===== config.mk =====
export PLATFORM = sky130hd
export DESIGN_NAME = miriscv_irq_ctrl
export DESIGN_NICKNAME = d
export VERILOG_FILES = /design/src/rtl/miriscv_irq_ctrl.sv
export SDC_FILE = /design/constraint.sdc
export NUM_CORES = 1
export LEC_CHECK = 0
export ABC_AREA = 1
export CORE_MARGIN = 2
export CORE_UTILIZATION = 35
export DETAILED_ROUTE_END_ITERATION = 6
export HOLD_SLACK_MARGIN = 0.05
export PLACE_DENSITY = 0.76
export RECOVER_POWER = 50
export SYNTH_ARGS = -nofsm -noshare
export SYNTH_HDL_FRONTEND = slang
export SYNTH_SLANG_ARGS = --single-unit
export TNS_END_PERCENT = 1

===== constraint.sdc =====
create_clock -name clk_i -period 4.82 [get_ports clk_i]
set_clock_uncertainty 0.2 [all_clocks]
set_input_delay 0.482 -clock clk_i [delete_from_list [all_inputs] [get_ports clk_i]]
set_output_delay 0.482 -clock clk_i [all_outputs]
set_load 0.05 [all_outputs]

===== src/rtl/miriscv_irq_ctrl.sv =====
`default_nettype none
// ============================================================================
// Module   : miriscv_irq_ctrl
// Brief    : Serves one masked external interrupt at a time to the core and
//            returns a one-hot completion pulse on mret. Round-robin scan by
//            default; define MIRISCV_IRQ_FIXED_PRIO_EN for strict priority
//            (line 0 highest).
// Revision : 1.0 - initial release
// ============================================================================
module miriscv_irq_ctrl #(
    parameter int N_IRQ = 32,
    parameter int IDX_W = 5
) (
    input  logic             clk_i,
    input  logic             rst_i,
    input  logic [N_IRQ-1:0] int_req_i,
    input  logic [N_IRQ-1:0] mie_i,
    input  logic             int_rst_i,
    output logic             int_o,
    output logic [31:0]      mcause_o,
    output logic [N_IRQ-1:0] int_fin_o
);

    localparam logic [0:0]       c_st_idle   = 1'b0;
    localparam logic [0:0]       c_st_active = 1'b1;
    localparam logic [IDX_W-1:0] c_last_idx  = IDX_W'(N_IRQ - 1);

    logic [0:0]       r_state, w_state_nxt;
    logic [IDX_W-1:0] r_idx, w_idx_nxt;
    logic             r_int, w_int_nxt;
    logic [N_IRQ-1:0] r_fin, w_fin_nxt;
    logic             w_hit;
    logic [IDX_W-1:0] w_sel;

    function automatic logic [IDX_W-1:0] f_wrap_inc(input logic [IDX_W-1:0] v);
        return (v == c_last_idx) ? '0 : v + 1'b1;
    endfunction

`ifdef MIRISCV_IRQ_FIXED_PRIO_EN
    logic [N_IRQ-1:0] w_pend;

    assign w_pend = int_req_i & mie_i;

    // Descending walk so the lowest pending index is the last one written.
    always_comb begin
        w_hit = 1'b0;
        w_sel = '0;
        for (int i = N_IRQ - 1; i >= 0; i--) begin
            if (w_pend[i]) begin
                w_hit = 1'b1;
                w_sel = IDX_W'(i);
            end
        end
    end
`else
    logic [IDX_W-1:0] r_cnt, w_cnt_nxt;

    assign w_hit = int_req_i[r_cnt] & mie_i[r_cnt];
    assign w_sel = r_cnt;
`endif

    always_comb begin
        w_state_nxt = r_state;
        w_idx_nxt   = r_idx;
        w_int_nxt   = 1'b0;
        w_fin_nxt   = '0;
`ifndef MIRISCV_IRQ_FIXED_PRIO_EN
        w_cnt_nxt   = r_cnt;
`endif
        case (r_state)
            c_st_idle: begin
                if (w_hit) begin
                    w_idx_nxt   = w_sel;
                    w_state_nxt = c_st_active;
                    w_int_nxt   = 1'b1;
                end
`ifndef MIRISCV_IRQ_FIXED_PRIO_EN
                else begin
                    w_cnt_nxt = f_wrap_inc(r_cnt);
                end
`endif
            end
            c_st_active: begin
                // Service is latched on r_idx; requests and mask are ignored here.
                if (int_rst_i) begin
                    w_fin_nxt[r_idx] = 1'b1;
                    w_state_nxt      = c_st_idle;
`ifndef MIRISCV_IRQ_FIXED_PRIO_EN
                    w_cnt_nxt        = f_wrap_inc(r_idx);
`endif
                end
            end
            default: w_state_nxt = c_st_idle;
        endcase
    end

    always_ff @(posedge clk_i) begin
        if (rst_i) begin
            r_state <= c_st_idle;
            r_idx   <= '0;
            r_int   <= 1'b0;
            r_fin   <= '0;
`ifndef MIRISCV_IRQ_FIXED_PRIO_EN
            r_cnt   <= '0;
`endif
        end else begin
            r_state <= w_state_nxt;
            r_idx   <= w_idx_nxt;
            r_int   <= w_int_nxt;
            r_fin   <= w_fin_nxt;
`ifndef MIRISCV_IRQ_FIXED_PRIO_EN
            r_cnt   <= w_cnt_nxt;
`endif
        end
    end

    assign int_o     = r_int;
    assign int_fin_o = r_fin;
    assign mcause_o  = (r_state == c_st_active) ?
                       {1'b1, {(31 - IDX_W){1'b0}}, r_idx} : 32'h0;

endmodule
`default_nettype wire

Word level (Yosys, flattened, before mapping). Index checks and enable logic that the tools add are counted.

Flip-flop bits (word level): 44. Input bits: 67. Output and inout bits: 65. Word-level logic and storage cells: 37.

Add/subtract/negate cells: 2. Magnitude comparators: 3. Equal/unequal tests: 4. Mux-type cells: 15. Bitwise gates (word level): 3. Reductions and logical operators: 5.

Operators with widths (number): $mux 32 (1); $mux 5 (4); $lt 5x6->1 const B (2); $add 5x1->5 const B (2); $bmux 1 s5 (2); $eq 5x5->1 const B (2); $pmux 5 s2 (1); $demux 1 s5 (1); $ge 5x1->1 const B (1); $mux 1 (5); $ne 2x2->1 const B (2); $reduce_and 2->1 (2); $reduce_or 3->1 (1); $not 1->1 (2); $pmux 1 s2 (1); $reduce_or 2->1 (1); $and 1x1->1 (1); $logic_and 1x1->1 (1).

Logic depth before layout (Yosys ltp).
Depth in word-level cells: 5. Mapped depth: 15. Mapped depth without buffers: 14.

Worst setup path before layout. Ideal clock, no wire load.

Path kind: register to register. Start: register r_idx[0]. End: register r_cnt[3]. Setup time: 0.064 ns. Arrival time: 1.632 ns. Data required time: 4.556 ns. Setup slack: 2.924 ns. Stages on the path, launching flop included: 11. Buffers on the path: 0. Period minus slack after synthesis: 1.896 ns. Path through: dfxtp_1 > ha_1 > nand2_1 > nor2_1 > ha_1 > or2_2 > a21o_1 > o22ai_1 > nand3b_1 > nand2_1 > nor2_1.

Cells in the longest elaborated chain, start to end: 4. Elaborated cells between the ends (all ways): 5. Those cells by class: add/sub (1); eq/ne (1); mux (3).

Ends and longest elaborated chain: start, declared (RTL line 29) `logic [IDX_W-1:0] r_idx, w_idx_nxt;`; start signal, assigned (RTL line 108) `r_idx <= w_idx_nxt;`; $add 5x1->5 or $eq 5x5->1 (tied branches) (RTL line 36) `return (v == c_last_idx) ? '0 : v + 1'b1;`; $mux 5 * (RTL line 36); $mux 5 * (RTL line 85) `if (int_rst_i) begin`; $pmux 5 s2 * (RTL line 70) `case (r_state)`; end signal, assigned (RTL line 112) `r_cnt <= w_cnt_nxt;`; end, declared (RTL line 56) `logic [IDX_W-1:0] r_cnt, w_cnt_nxt;`.

Mark *: on every way between the ends. The rest lies on a longest branch, timed or not. The select of a mux whose other input is x is not followed. A chain may end at the register's enable or synchronous reset.

Final worst setup path.
Start: register r_state. End: output port mcause_o[2].

Cells in the longest elaborated chain, start to end: 1.

Ends and longest elaborated chain: start, declared (RTL line 28) `logic [0:0] r_state, w_state_nxt;`; start signal, assigned (RTL line 99) `r_state <= c_st_idle;`; start signal, assigned (RTL line 107) `r_state <= w_state_nxt;`; $mux 32 (RTL line 119) `assign mcause_o = (r_state == c_st_active) ?`; end, declared (RTL line 20) `output logic [31:0] mcause_o,`.

Every way passes these cells.

==> results_dict.tcl <==
set metrics [dict create \
    status "complete, no violations" \
    start_util_pct 36.79 \
    dpl.hpwl_mm 4.590 \
    firstDrtPassIters 5 \
    worst_slack_ns 2.372 \
    synth_top_area_share_pct 39.73 \
    grtUsageTotal_pct 16.57 \
    yosysUniqueCellTypes 26 \
    cts_tree "done" \
    worstSetupPathType "flip-flop to output port" \
    yosys_most_used_dff "dfxtp_1" \
    drive_above_1_share_pct 5.224 \
    hp-class "flip-flop to flip-flop" \
    tightest_slew_ns 0.7370 \
    start_kind "flip-flop" \
    htree_levels 2 \
    grt_pass1_wl_mm 9.480 \
    arrival_ns 1.77 \
    peakVddDrop_mv 0.2642 \
    cts_buffers 5 \
    met1_usage_pct 17.07 \
    syn_to_final_growth_pct 48.98 \
    vias_per_cell 4.579 \
    core_area_um2 6026 \
    finalHoldWorstSlack_ns 0.3858 \
    synthTopCellsByCount "55 x nand2_1, 52 x nor2_1, 49 x nand3_1" \
    antenna_found_initial 0 \
    max_freq_mhz 408.4 \
    required_ns 4.14 \
    clk_latency_ns 0.29 \
    gp_congestion 0.8100 \
    cts_resized 0 \
    rsz0062_at_grt "false" \
    overflow 0 \
    clkPwrFrac_pct 21.4 \
    slew_headroom_pct 50.80 \
    fin_crit_sh_pct 50.80 \
    die_w_um 83.59 \
    drc 0 \
    syn-mean-instance-area_um2 7.390 \
    synth_area_leaders "dfxtp_1 40%, nand3_1 11%, buf_4 9.5%, nand2_1 9.3%, nor2_1 8.8%" \
    netlist_instances 300 \
    met2_usage_pct 30.62 \
    leakagePower_nw 1.440 \
    reg2reg_slack_ns 2.41 \
    path_clk_slew_ns 0.08 \
    cts_hold_buffers 0 \
    final.setup.tns_ns 0 \
    num-nets-final 475 \
    synth_top_area_cell "dfxtp_1" \
    grt_pass1_vias 2139 \
    synth_edf_count 0 \
    io_buffer_count 105 \
    busiest_layer "met2" \
    num_vias 2184 \
    final_max_slew_viol_count 0 \
    combPwrFrac_pct 42.8 \
    dp_cells 469 \
    grt_max_degree 21 \
    diodes 0 \
    power.switching_uw 563.8 \
    rows 28 \
    ant_nets 0 \
    power_density_nw_per_um2 408.7 \
    ys_ff_latch 44 \
    syn-cell-area_um2 2217 \
    io_pins 132 \
    met3_usage_pct 5.242 \
    cts_setup_buffers 0 \
    fin_util_pct 54.82 \
    routedWlPerCell_um 11.90 \
    swShare_pct 41.76 \
    p_int_uw 786.3 \
    async_reset_ff_share_pct 0 \
    cts-root-buf "clkbuf_8" \
    finalCriticalPeriod_ns 2.448 \
    synth-seq-area-share_pct 39.73 \
    worstPathMaxFanout 10 \
    setup_viol 0 \
    ctsLongestPathBuffers 2 \
    dp_slack_ns 2.347 \
    post-route-cell-area_um2 3303 \
    synth.most_common_cell "nand2_1" \
    place_area_um2 3182 \
    layoutNonFillerInstCount 477 \
    die_h_um 83.59 \
    routed_wirelength_mm 5.678 \
    cp-end-kind "output port" \
    final-hold-violation-count 0 \
    synth_warnings 0 \
    drt_iter0_markers 72 \
    cts.sinks 44 \
    total_power_mw 1.350 \
    dieArea_um2 6987 \
    max_cap_viol_count 0 \
    p_seq_share_pct 35.8 \
]
==> registers in the layout, indices dropped and copies added, names as in the netlist <==
name	flops
int_fin_o	32
int_o	1
r_state	1
r_idx	5
r_cnt	5
==> kinds of logic (layout without fill, tap and decap cells) <==
kind of cell	Yosys count	in the layout	synth area share (%)
AND/OR/NAND/NOR	175	175	35.89
buffers and inverters	57	134	16.03
flip-flops	44	44	39.73
AO/OA/AOI/OAI	14	14	3.443
adder cells (fa/ha/maj)	7	7	3.950
XOR/XNOR	2	2	0.7902
other	1	26	0.1691
==> power groups by stage <==
stage / clock network (mW) / registers (mW) / logic (mW)
after global placement: 0 / 0.490 / 0.567
after detailed placement: 0 / 0.492 / 0.575
after floorplan: 0 / 0.456 / 0.515
after CTS: 0.296 / 0.483 / 0.579
after global routing: 0.310 / 0.493 / 0.648
final: 0.289 / 0.483 / 0.578
==> per-layer routing <==
| layer | share of wire, % | routed length [um] |
|---|---|---|
| met3 | 9.5 | 542 |
| met2 | 49 | 2781 |
| met4 | 3.1 | 177 |
| met5 | 0 | 0 |
| met1 | 38 | 2176 |
==> final timing paths <==
check / startpoint / end / cells past startpoint
setup / recovery: r_state$_SDFF_PP0_ / mcause_o[2] / 3
hold / removal: r_cnt[3]$_SDFFE_PP0P_ / r_idx[3]$_SDFFE_PP0P_ / 2
setup reg to reg: r_cnt[1]$_SDFFE_PP0P_ / r_cnt[2]$_SDFFE_PP0P_ / 10
hold reg to reg: r_cnt[3]$_SDFFE_PP0P_ / r_idx[3]$_SDFFE_PP0P_ / 2
==> area by class of cell <==
type / instances / area (um2)
fillers: 582 / 2723
multi-input cells: 224 / 1075
repair buffers: 105 / 1051
flip-flops and latches: 44 / 880.8
well taps: 75 / 93.84
clock buffers: 6 / 82.58
inverters: 21 / 81.33
clock inverters: 2 / 38.79
==> placed cells by master (no fill, tap or decap), drive strengths merged <==
master         netlist  layout
clkdlybuf4s50        0      96
nand2               56      56
nand3               56      56
nor2                54      54
dfxtp               44      44
conb                 1      26
inv                 20      20
dlygate4sd3          0       9
a21oi                8       8
ha                   7       7
clkbuf               1       6
nand3b               4       4
o22ai                3       3
nand4                2       2
or2                  2       2
o21ai                2       2
clkinv               1       2
nor3                 1       1
a21o                 1       1
xor2                 1       1
xnor2                1       1
bufinv               0       1
==> worst max-delay path, cell delays in order (launching register included) <==
cell and delay [ns]:
dfxtp_1 0.51, nand2_1 0.10, inv_1 0.07, clkdlybuf4s50_1 0.79
No activity file was read; power rests on OpenSTA's default activity.
